**src/rtl/clk_div_pkg.sv**
```systemverilog
// rtl/clk_div_pkg.sv - shared defaults and ratio type for the multi-channel clock divider
package clk_div_pkg;

    localparam int CNT_W_DEF = 8;

    typedef logic [CNT_W_DEF-1:0] ratio_t;

    localparam ratio_t RST_RATIO_DEF = '0;

endpackage

```
**src/rtl/clk_div_chan.sv**
```systemverilog
// rtl/clk_div_chan.sv - one divider channel: counter, active/shadow ratio, pending load, tick and ack
module clk_div_chan
    import clk_div_pkg::*;
#(
    parameter int               CNT_W   = CNT_W_DEF,
    parameter logic [CNT_W-1:0] RST_VAL = '0
) (
    input  logic             clk,
    input  logic             reset,
    input  logic             en,
    input  logic             sync_clr,
    input  logic [CNT_W-1:0] ratio_in,
    input  logic             load,
    output logic             div_out,
    output logic             tick,
    output logic             load_ack
);

    logic [CNT_W-1:0] cnt_q, cnt_d;
    logic [CNT_W-1:0] active_q, active_d;
    logic [CNT_W-1:0] shadow_q, shadow_d;
    logic             pend_q, pend_d;
    logic             div_q, div_d;
    logic             tick_q, tick_d;
    logic             ack_q, ack_d;
    logic             wrap;

    always_comb begin
        cnt_d    = cnt_q;
        active_d = active_q;
        shadow_d = shadow_q;
        pend_d   = pend_q;
        div_d    = div_q;
        tick_d   = 1'b0;
        ack_d    = 1'b0;
        wrap     = (cnt_q == active_q);

        // Loads are always captured, even while frozen or held in clear.
        if (load) begin
            shadow_d = ratio_in;
            pend_d   = 1'b1;
        end

        if (sync_clr) begin
            cnt_d = '0;
            div_d = 1'b0;
        end else if (en) begin
            if (wrap) begin
                cnt_d  = '0;
                div_d  = ~div_q;
                tick_d = ~div_q;
                // New ratio only takes effect at a half-period boundary.
                if (pend_q) begin
                    active_d = load ? ratio_in : shadow_q;
                    pend_d   = 1'b0;
                    ack_d    = 1'b1;
                end
            end else begin
                cnt_d = cnt_q + CNT_W'(1);
            end
        end
    end

    always_ff @(posedge clk or posedge reset) begin
        if (reset) begin
            cnt_q    <= '0;
            active_q <= RST_VAL;
            shadow_q <= RST_VAL;
            pend_q   <= 1'b0;
            div_q    <= 1'b0;
            tick_q   <= 1'b0;
            ack_q    <= 1'b0;
        end else begin
            cnt_q    <= cnt_d;
            active_q <= active_d;
            shadow_q <= shadow_d;
            pend_q   <= pend_d;
            div_q    <= div_d;
            tick_q   <= tick_d;
            ack_q    <= ack_d;
        end
    end

    assign div_out  = div_q;
    assign tick     = tick_q;
    assign load_ack = ack_q;

endmodule

```
**src/rtl/clk_div_multi.sv**
```systemverilog
// rtl/clk_div_multi.sv - NCH-channel clock divider with registered masked AND (CLK_DIV_AND_EN)
module clk_div_multi
    import clk_div_pkg::*;
#(
    parameter int NCH       = 4,
    parameter int CNT_W     = CNT_W_DEF,
    parameter int RST_RATIO = int'(RST_RATIO_DEF)
) (
    input  logic               clk,
    input  logic               reset,
    input  logic               en,
    input  logic               sync_clr,
    input  logic [NCH*CNT_W-1:0] div_ratio,
    input  logic [NCH-1:0]     load,
    input  logic [NCH-1:0]     and_mask,
    output logic [NCH-1:0]     div_out,
    output logic [NCH-1:0]     tick,
    output logic [NCH-1:0]     load_ack,
    output logic               and_out
);

    for (genvar i = 0; i < NCH; i++) begin : g_chan
        clk_div_chan #(
            .CNT_W   (CNT_W),
            .RST_VAL (CNT_W'(RST_RATIO))
        ) u_chan (
            .clk      (clk),
            .reset    (reset),
            .en       (en),
            .sync_clr (sync_clr),
            .ratio_in (div_ratio[i*CNT_W +: CNT_W]),
            .load     (load[i]),
            .div_out  (div_out[i]),
            .tick     (tick[i]),
            .load_ack (load_ack[i])
        );
    end

`ifdef CLK_DIV_AND_EN
    logic and_q, and_d;

    // Unmasked channels read as 1 so an empty mask yields 1.
    always_comb begin
        and_d = &(div_out | ~and_mask);
    end

    always_ff @(posedge clk or posedge reset) begin
        if (reset) begin
            and_q <= 1'b0;
        end else begin
            and_q <= and_d;
        end
    end

    assign and_out = and_q;
`else
    assign and_out = 1'b0 & (^and_mask);
`endif

endmodule

```
**config.mk**
```make
export PLATFORM = sky130hd
export DESIGN_NAME = clk_div_multi
export DESIGN_NICKNAME = d
export VERILOG_FILES = /design/src/rtl/clk_div_pkg.sv /design/src/rtl/clk_div_chan.sv /design/src/rtl/clk_div_multi.sv
export SDC_FILE = /design/constraint.sdc
export NUM_CORES = 1
export LEC_CHECK = 0
export CORE_AREA = 2 2 104 116
export CTS_CLUSTER_DIAMETER = 40
export DETAILED_ROUTE_END_ITERATION = 10
export DIE_AREA = 0 0 106 118
export PLACE_DENSITY = 0.78
export SYNTH_ARGS = -nofsm -noshare
export SYNTH_HDL_FRONTEND = slang
export SYNTH_HIERARCHICAL = 1
export SYNTH_SLANG_ARGS = --single-unit
```
**constraint.sdc**
```tcl
create_clock -name clk -period 1.6 [get_ports clk]
set_input_delay 0.32 -clock clk [delete_from_list [all_inputs] [get_ports clk]]
set_output_delay 0.32 -clock clk [all_outputs]
set_load 0.005 [all_outputs]
```
==> summary.md, run 1 <==
In the synthesized netlist, the cells that appear most often are sky130_fd_sc_hd__dfrtp_1, sky130_fd_sc_hd__mux2_2, sky130_fd_sc_hd__xnor2_1. The count of nets after finishing was 593; the number of inserted filler cells in the final layout was 824. Total count of hold-check failures in the final report: 0. Kind of end point of the critical path: a flop. The number of clock buffers inserted by TritonCTS is 9, and the fraction of registers with async set or reset after synthesis is 100.0%. When the netlist entered floorplanning its net count stood at 450. In the global route stage, overall resource usage came out at 17.39%.

The root buffer cell chosen for the clock tree is sky130_fd_sc_hd__clkbuf_16. The total instance count after detailed placement was 670; the number of cells on the worst hold path was 2. For the count of max-cap constraint violations, the log shows 0.

Of the synthesized area, sequential elements account for 55.82%. The leakage power figure was 3.105 nW. Average via count per standard cell: 5.071. The wire length of the first global-routing pass is 17460 µm. In this run, the number of DRC markers left after iteration 0 of detailed routing was 147. The worst register-to-register path has a setup slack of -20 ps. The top-area cell type share of the netlist area came out at 55.82%. The count of buffers from port buffering was 51; the buffer levels on the longest clock path was 2.

The checks that failed: setup timing. From synthesis to final layout, the design area changed by 42.44%. OpenSTA, run right after detailed placement, puts the worst setup slack at -356.4 ps. The tools report the final non-filler cell total as 700. The endpoint identified for the worst register-to-register timing path is g_chan[2].u_chan/active_q[7]. By area the synthesized netlist is led by sky130_fd_sc_hd__dfrtp_1, sky130_fd_sc_hd__mux2_2, sky130_fd_sc_hd__xnor2_1, sky130_fd_sc_hd__nor3_1, sky130_fd_sc_hd__nor2_1. After synthesis the netlist holds a flip-flop and latch count of 112. The via count of the first global-routing pass was 3798; the clock period minus final worst setup slack was 1622 ps. Counting every instance in the synthesized netlist gives 402. The largest net degree at the start of global routing was 29.

The largest driver fanout on the critical path is 5. The floorplan die height was 118 µm. The cell type with the largest total area after synthesis was sky130_fd_sc_hd__dfrtp_1.

The routed wire length is 10830 µm. The worst reg-to-reg path cell count was 5; the overall die area was 12510 µm². By startpoint and endpoint, the worst setup path is classified as reg -> reg. Data arrives at the worst endpoint at 1850 ps.

The synthesized design contains 0 enable-type register cells. The worst setup skew after layout was 5.188 ps. TritonCTS built the clock tree.

The path with the worst hold slack has its endpoint at g_chan[1].u_chan/cnt_q[5]. The leftover overflow at the end of global routing is 0. The primary flip-flop cell chosen by synthesis mapping is sky130_fd_sc_hd__dfrtp_1. For the final routed database, the setup TNS stands at -35.78 ps. At the worst endpoint, the required time is 1830 ps. CTS saw 112 sinks.

The floorplan has 41 rows. The power density normalized to cell area came out at 1291 nW/µm². The logs give 0 for the number of antenna violations at the first check in global routing and 0 for the number of pins with negative max-slew slack in the final report. The flow ran to the end, but the final reports show violations. The horizontal die dimension is 106 µm, and the highest achievable clock rate is 0.6166 GHz. A synthesized cell averages 12.49 µm². For this block, the via count after detailed routing is 3550.

STA classifies the critical path startpoint as a flop. Hold repair after CTS inserted 0 buffers. Cells with a size suffix above 1 make up 39.82% of the layout. The number of endpoints failing setup at the final stage came out at 3.

For the number of routed nets with antenna violations, the log shows 0. The first TritonRoute pass finished after 4 iterations. The maximum resistive drop on vdd was 631.2 µV.

The run gives -21.72 ps as the worst setup slack after layout. The startpoint identified for the worst hold timing path is sync_clr. Summed over all nets, the half-perimeter wirelength after detailed placement is 6945 µm.

The tools report the placer's final routability congestion estimate as 0.8327. For the summed instance area of the synthesized netlist, the log shows 5021 µm². Setup repair after global routing could not meet its margin everywhere.

The number of design rule violations left after detail routing is 0. Synthesis instantiated 24 different standard cells from the library. At the later pin of the worst-skew pair, clock insertion delay measures 340 ps.

The worst register-to-register path begins at g_chan[2].u_chan/active_q[0]. The run gives 11340 µm² as the area of the core region. The number of antenna diodes in the final layout is 0.

Among all cell types in the netlist, the one instantiated most often is sky130_fd_sc_hd__dfrtp_1. The initial utilization of the core area, before any placement, comes to 44.29%. The final period utilization was 101.4%; the H-tree depth reported by CTS was 3.

In this run the worst hold path is classified as in -> reg. After clock tree synthesis, the clock-pin slew on the worst setup and hold paths is 70 ps. For this run, the number of Yosys warnings is 6. The number of placed I/O pins is 57. The end-of-flow core utilization is 63.08%.

After detailed routing, the average wire length per cell comes to 15.47 µm.
placed cells by master (no fill, tap or decap), drive strengths merged, types with 12 or more instances in the layout:
cell,n
nand2,24
nor3,36
clkdlybuf4s50,48
xnor2,44
buf,90
mux2,68
nor2,32
dfrtp,112
clkbuf,12
registers in the layout (all words and copies together), names as in the netlist:
signal and flops:
g_chan.u_chan/active_q 32, g_chan.u_chan/cnt_q 32, g_chan.u_chan/div_out 4, g_chan.u_chan/load_ack 4
g_chan.u_chan/pend_q 4, g_chan.u_chan/shadow_q 32, g_chan.u_chan/tick 4
logic make-up (layout without fill, tap and decap cells):
logic type | after synthesis | after routing | share of synthesized area, %
flip-flops | 112 | 112 | 55.82
buffers and inverters | 17 | 165 | 1.346
AND/OR/NAND/NOR | 116 | 116 | 13.36
XOR/XNOR | 52 | 52 | 9.071
AO/OA/AOI/OAI | 32 | 32 | 4.087
other | 1 | 1 | 0.07469
adder cells (fa/ha/maj) | 4 | 4 | 0.9968
multiplexers | 68 | 68 | 15.25
where the power goes:
part | total [mW] | switching, mW | internal (mW)
Clock | 2.38 | 0.972 | 1.41
Combinational | 2.97 | 1.16 | 1.81
Sequential | 3.88 | 0.496 | 3.38
Total | 9.23 | 2.63 | 6.60
worst max path at each step:
stage / from / end / slack [ps] / cells past startpoint
after floorplan: g_chan[0].u_chan/cnt_q[3] / g_chan[0].u_chan/active_q[0] / -40 / 4
after global placement: en / g_chan[0].u_chan/active_q[7] / -330 / 6
after detailed placement: en / g_chan[0].u_chan/cnt_q[7] / -360 / 7
after CTS: g_chan[3].u_chan/active_q[0] / g_chan[3].u_chan/div_out / -20 / 5
after global routing: g_chan[2].u_chan/cnt_q[5] / g_chan[2].u_chan/active_q[6] / -90 / 5
final: g_chan[2].u_chan/active_q[0] / g_chan[2].u_chan/active_q[7] / -20 / 5
metal layers:
| metal | vias up | routed length [µm] | global-route usage (%) |
|---|---|---|---|
| met1 | 1753 | 4590 | 21.27 |
| met3 | 21 | 299 | 2.658 |
| met2 | 78 | 5664 | 30.04 |
| met5 | - | 0 | 0 |
| li1 | 1698 | - | - |
| met4 | 0 | 273 | 8.059 |
worst max-delay path, stage by stage (launching register included):
cell and delay, ps:
sky130_fd_sc_hd__dfrtp_1 410, sky130_fd_sc_hd__xnor2_2 230, sky130_fd_sc_hd__nand4_4 160, sky130_fd_sc_hd__nor3_4 230, sky130_fd_sc_hd__buf_6 150, sky130_fd_sc_hd__mux2_2 330
final cells by class:
cell class                      count  area [µm²]  share of cell area (%)
Tap cell                          150       187.7                   2.624
Clock buffer                       11       242.7                   3.394
Multi-Input combinational cell    273        2534                   35.43
Inverter                            8       30.03                  0.4199
Clock inverter                      5       80.08                   1.120
Timing Repair Buffer              141        1275                   17.83
Sequential cell                   112        2803                   39.19
per-stage QoR:
| stage | hold WS (ps) | area, µm² | power, mW |
|---|---|---|---|
| global placement | 479.4 | 6285 | 5.843 |
| floorplan | 385.4 | 5021 | 5.149 |
| CTS | 484.3 | 6735 | 8.584 |
| global route | 503.8 | 7152 | 9.675 |
| finish | 480.1 | 7152 | 9.231 |
| detailed placement | 481.9 | 6285 | 5.960 |
timing repair:
action                     4_1_cts  5_1_grt
buffers inserted                 4       10
pin swaps                       11       21
resized for setup               14       66
setup endpoints to repair       35       51
hold endpoints to repair         0        0
cloned                           0        1
(Power assumes the default switching activity.)
==> inputs of run 2 (changes only) <==
--- a/config.mk
+++ b/config.mk
@@ -9,6 +9,7 @@
 export CTS_CLUSTER_DIAMETER = 40
 export DETAILED_ROUTE_END_ITERATION = 10
 export DIE_AREA = 0 0 106 118
+export HOLD_SLACK_MARGIN = 0.06
 export PLACE_DENSITY = 0.78
 export SYNTH_ARGS = -nofsm -noshare
 export SYNTH_HDL_FRONTEND = slang
==> results of run 2 <==
The final DEF is identical to that of run 1; final timing and power are the same.
==> inputs of run 3 (changes only) <==
--- a/config.mk
+++ b/config.mk
@@ -5,12 +5,13 @@
 export SDC_FILE = /design/constraint.sdc
 export NUM_CORES = 1
 export LEC_CHECK = 0
-export CORE_AREA = 2 2 104 116
+export ABC_AREA = 1
+export CORE_AREA = 2 2 107 119
 export CTS_CLUSTER_DIAMETER = 40
 export DETAILED_ROUTE_END_ITERATION = 10
-export DIE_AREA = 0 0 106 118
+export DIE_AREA = 0 0 109 121
 export HOLD_SLACK_MARGIN = 0.06
-export PLACE_DENSITY = 0.78
+export PLACE_DENSITY = 0.77
 export SYNTH_ARGS = -nofsm -noshare
 export SYNTH_HDL_FRONTEND = slang
 export SYNTH_HIERARCHICAL = 1
==> run 3 against run 2 <==
Compared with the run above: the flow now finishes without violations; global-route usage shrank 0.90 points; synthesized cell count grew 67%; combinational power shrank 31%; first-iteration DRC count grew 80%; worst hold slack lost 33 ps; utilization shrank 8.7 points; register-to-register slack gained 200 ps; non-clock buffer count shrank 62; critical path type is now reg -> out; largest cell class unchanged.
==> summary.md, run 3 <==
For this design, the CTS-stage hold fixing added 0 buffers. Dividing the detail-routed wire length by the instance count gives 10.42 µm. Entering global routing, the biggest net connects 29 pins. Global routing consumed, over all layers together, 16.49% of the routing resources. Counting cells, the worst reg-to-reg path comes to 6. For this run, the detailed router's first-pass iteration total came to 4.

Measured on the finished design, the core utilization comes to 54.38%. Summing internal, switching and leakage power gives 7.965 mW. The tightest min-delay check is of the in -> async type. The logs give 4106 for the via total after detailed routing and 2 for the buffer levels on the longest clock path. For the antenna cell count, the log shows 0. Total nets after synthesis: 718.

Sorting the synthesized cells by area gives the leading types as sky130_fd_sc_hd__dfrtp_1, sky130_fd_sc_hd__nand2_1, sky130_fd_sc_hd__inv_1, sky130_fd_sc_hd__nor2_1, sky130_fd_sc_hd__nand3_1. The tools report the summed instance area of the synthesized netlist as 5276 µm². The most used standard cell by instance count after synthesis was sky130_fd_sc_hd__nand2_1. For this design, the sink count on the clock tree is 112. The power density normalized to cell area was 1228 nW/µm²; the top-area cell type share of the netlist area was 53.12%. Sorting the synthesized cells by how often they occur yields sky130_fd_sc_hd__nand2_1, sky130_fd_sc_hd__dfrtp_1, sky130_fd_sc_hd__inv_1.

The sequential group share of total power is 46.7%. The H-tree depth reported by CTS came out at 3. The run gives 0 as the total count of hold-check failures in the final report. The count of buffers from port buffering is 51, and the count of buffer and inverter cells on the critical path is 1. At the end of routability-driven placement, the weighted congestion stood at 0.7923.

The number of enable-type register cells in the synthesized netlist is 0, and the distinct cell type count of the synthesized netlist is 20. The share of total power dissipated in the clock network is 27.8%. From left edge to right edge, the die measures 109 µm. The worst setup path is captured at an output pin. Leaving out fill and tap cells, the most frequent cell in the layout is sky130_fd_sc_hd__nand2_1.

Max-cap violations in this run came to 0. The number of endpoints failing setup at the final stage was 0; the number of pins with negative max-slew slack in the final report was 0. TritonCTS built the clock tree. The combinational group share of total power came out at 25.6%. Leaving out fill and tap cells, the most frequent cells in the layout are sky130_fd_sc_hd__nand2_1, sky130_fd_sc_hd__dfrtp_1, sky130_fd_sc_hd__inv_1. Gate count of the mapped netlist: 670. The routed wire length came out at 9528 µm.

Via count of the first global-routing pass: 4114. The internal portion of the total power is 5.349 mW. The tools report the startpoint class of the critical path as a flop. The standard cell with the maximum stage delay on the critical path was sky130_fd_sc_hd__clkdlybuf4s50_1.

The number of antenna violations at the first check in global routing was 0; the clock transition at the registers of the reported paths was 80 ps. The routed design could run at a clock period as short as 1541 ps. Counting flops with an async set or reset pin after synthesis yields a share of 100.0%. The clock network latency to the later pin of the worst-skew pair was 350 ps; the final HPWL from detailed placement was 6887 µm. CTS placed an instance of sky130_fd_sc_hd__clkbuf_16 at the clock tree root.

Using the TritonRoute via totals, the vias-per-cell ratio works out to 4.492. The number of stages on the worst setup path is 1, and the final period utilization is 96.28%. The first global-routing pass estimated 17440 µm of wire.

In this design, the stage delay of the slowest critical-path cell is 510 ps. sky130_fd_sc_hd__dfrtp_1 takes more of the synthesized area than any other cell. For this run, design rule violations remaining after detail routing come to 0. The initial utilization of the core area, before any placement, comes to 44.23%. The switching portion of total power came out at 32.83%. For the data required time at the worst endpoint, the log shows 1280 ps.

Sequential elements use 53.12% of the synthesized area. The floorplan die height was 121 µm; the leftover overflow at the end of global routing was 0. The worst-case IR drop observed on VDD is 597.6 µV.

The number of routed nets with antenna violations is 0, and the largest driver fanout on the critical path is 1. The detailed router finished its first iteration with 264 violations. For this design the total switching power over the nets is 2.615 mW. For this run, the leading register cell type out of synthesis is sky130_fd_sc_hd__dfrtp_1. For the count of nets after finishing, the log shows 803.

The row count was 42. For the final routed database, the setup TNS stands at 0 ps. Setup repair after global routing left no endpoint under its margin. Traced cell by cell, the critical path runs through clkdlybuf4s50_1. At the worst endpoint, the arrival time is 1220 ps.

Clock skew on the completed layout was measured at 8.696 ps. The kind of cell adding the most delay to the critical path was buffers and inverters. The largest registers in the layout are g_chan.u_chan/active_q: 32 flops, g_chan.u_chan/cnt_q: 32 flops, g_chan.u_chan/shadow_q: 32 flops. The highest achievable clock rate is 0.6491 GHz, and the number of clock buffers inserted by TritonCTS is 9. The die covers 13190 µm². The worst setup path is of the reg -> out kind. The tools report the area of the core region as 11930 µm². The post-synthesis area per instance is 7.875 µm², and the area growth from synthesis to layout is 22.95%. The tools report the number of warning messages in the yosys log as 6. Summed over all cells, the static leakage comes to 3.489 nW. Counting flops and latches in the post-synthesis netlist gives 112.

The run finished with clean final reports. In the final layout, the share of cells above drive strength 1 is 11.97%. 57 I/O pins were placed.
-- run 3: cell types whose count changed after synthesis, moves of 12 or more --
cell	delta
sky130_fd_sc_hd__nor2_1	+12
sky130_fd_sc_hd__xnor2_1	-36
sky130_fd_sc_hd__nand3_1	+28
sky130_fd_sc_hd__inv_1	+60
sky130_fd_sc_hd__inv_2	+12
sky130_fd_sc_hd__mux2_2	-68
sky130_fd_sc_hd__nor2_2	+12
sky130_fd_sc_hd__nand2_1	+304
sky130_fd_sc_hd__nor3_1	-28
-- run 3: area by class of cell --
cell class              instances  area, µm²
well taps                     154      192.7
multi-input cells             469       2123
repair buffers                 79      737.0
fillers                      1070       5441
clock buffers                  10      239.0
inverters                      84      335.3
flip-flops and latches        112       2803
clock inverters                 6      57.56
-- run 3: through the flow --
stage / setup slack (ps) / area (µm²) / hold slack (ps) / std cells
after floorplan: 369.5 / 5276 / 385.4 / 670
after detailed placement: -165.1 / 6152 / 457.1 / 895
after global routing: 21.21 / 6487 / 484.7 / 914
final: 59.49 / 6487 / 446.8 / 914
after global placement: -135.4 / 6152 / 453.1 / 895
after CTS: 8.161 / 6455 / 448.7 / 912
-- run 3: power by group through the flow --
| stage | Clock, mW | Combinational, mW | Sequential (mW) |
|---|---|---|---|
| 6_report | 2.21 | 2.04 | 3.72 |
| 2_1_floorplan | 0 | 1.50 | 3.69 |
| 3_5_place_dp | 0 | 1.99 | 3.78 |
| 5_1_grt | 2.39 | 2.35 | 3.80 |
| 3_3_place_gp | 0 | 1.93 | 3.75 |
| 4_1_cts | 2.28 | 2.02 | 3.73 |
-- run 3: routing by layer --
layer  track usage (%)  vias up  part of all wire (%)  wire (µm)
met2             28.57       48                    50       4780
met3             3.115        4                   2.5        237
met1             20.48     1877                    47       4453
met5                 0        -                     0          0
li1                  -     2177                     -          -
met4             5.529        0                  0.60         57
-- run 3: repair_timing --
action / CTS / global route
gates resized for setup: 1 / 6
gates cloned: 0 / 0
setup buffers: 1 / 2
endpoints found under the setup margin: 2 / 17
-- run 3: path summary, 6_finish.rpt --
path,slack (ps),to,startpoint
worst min-delay path,450,g_chan[3].u_chan/cnt_q[4],reset
worst max register to register,180,g_chan[0].u_chan/cnt_q[7],g_chan[0].u_chan/cnt_q[2]
worst max-delay path,60,tick[1],g_chan[1].u_chan/tick
min in group clk,470,g_chan[1].u_chan/shadow_q[7],g_chan[1].u_chan/shadow_q[7]
worst min register to register,470,g_chan[1].u_chan/shadow_q[7],g_chan[1].u_chan/shadow_q[7]
max in group asynchronous,870,g_chan[1].u_chan/shadow_q[3],reset
-- run 3: cell families after synthesis --
kind of cell	Yosys count	synth area share, %
AND/OR/NAND/NOR	428	33.29
XOR/XNOR	24	4.553
AO/OA/AOI/OAI	12	1.138
adder cells (fa/ha/maj)	4	0.9486
buffers and inverters	89	6.877
other	1	0.07107
flip-flops	112	53.12
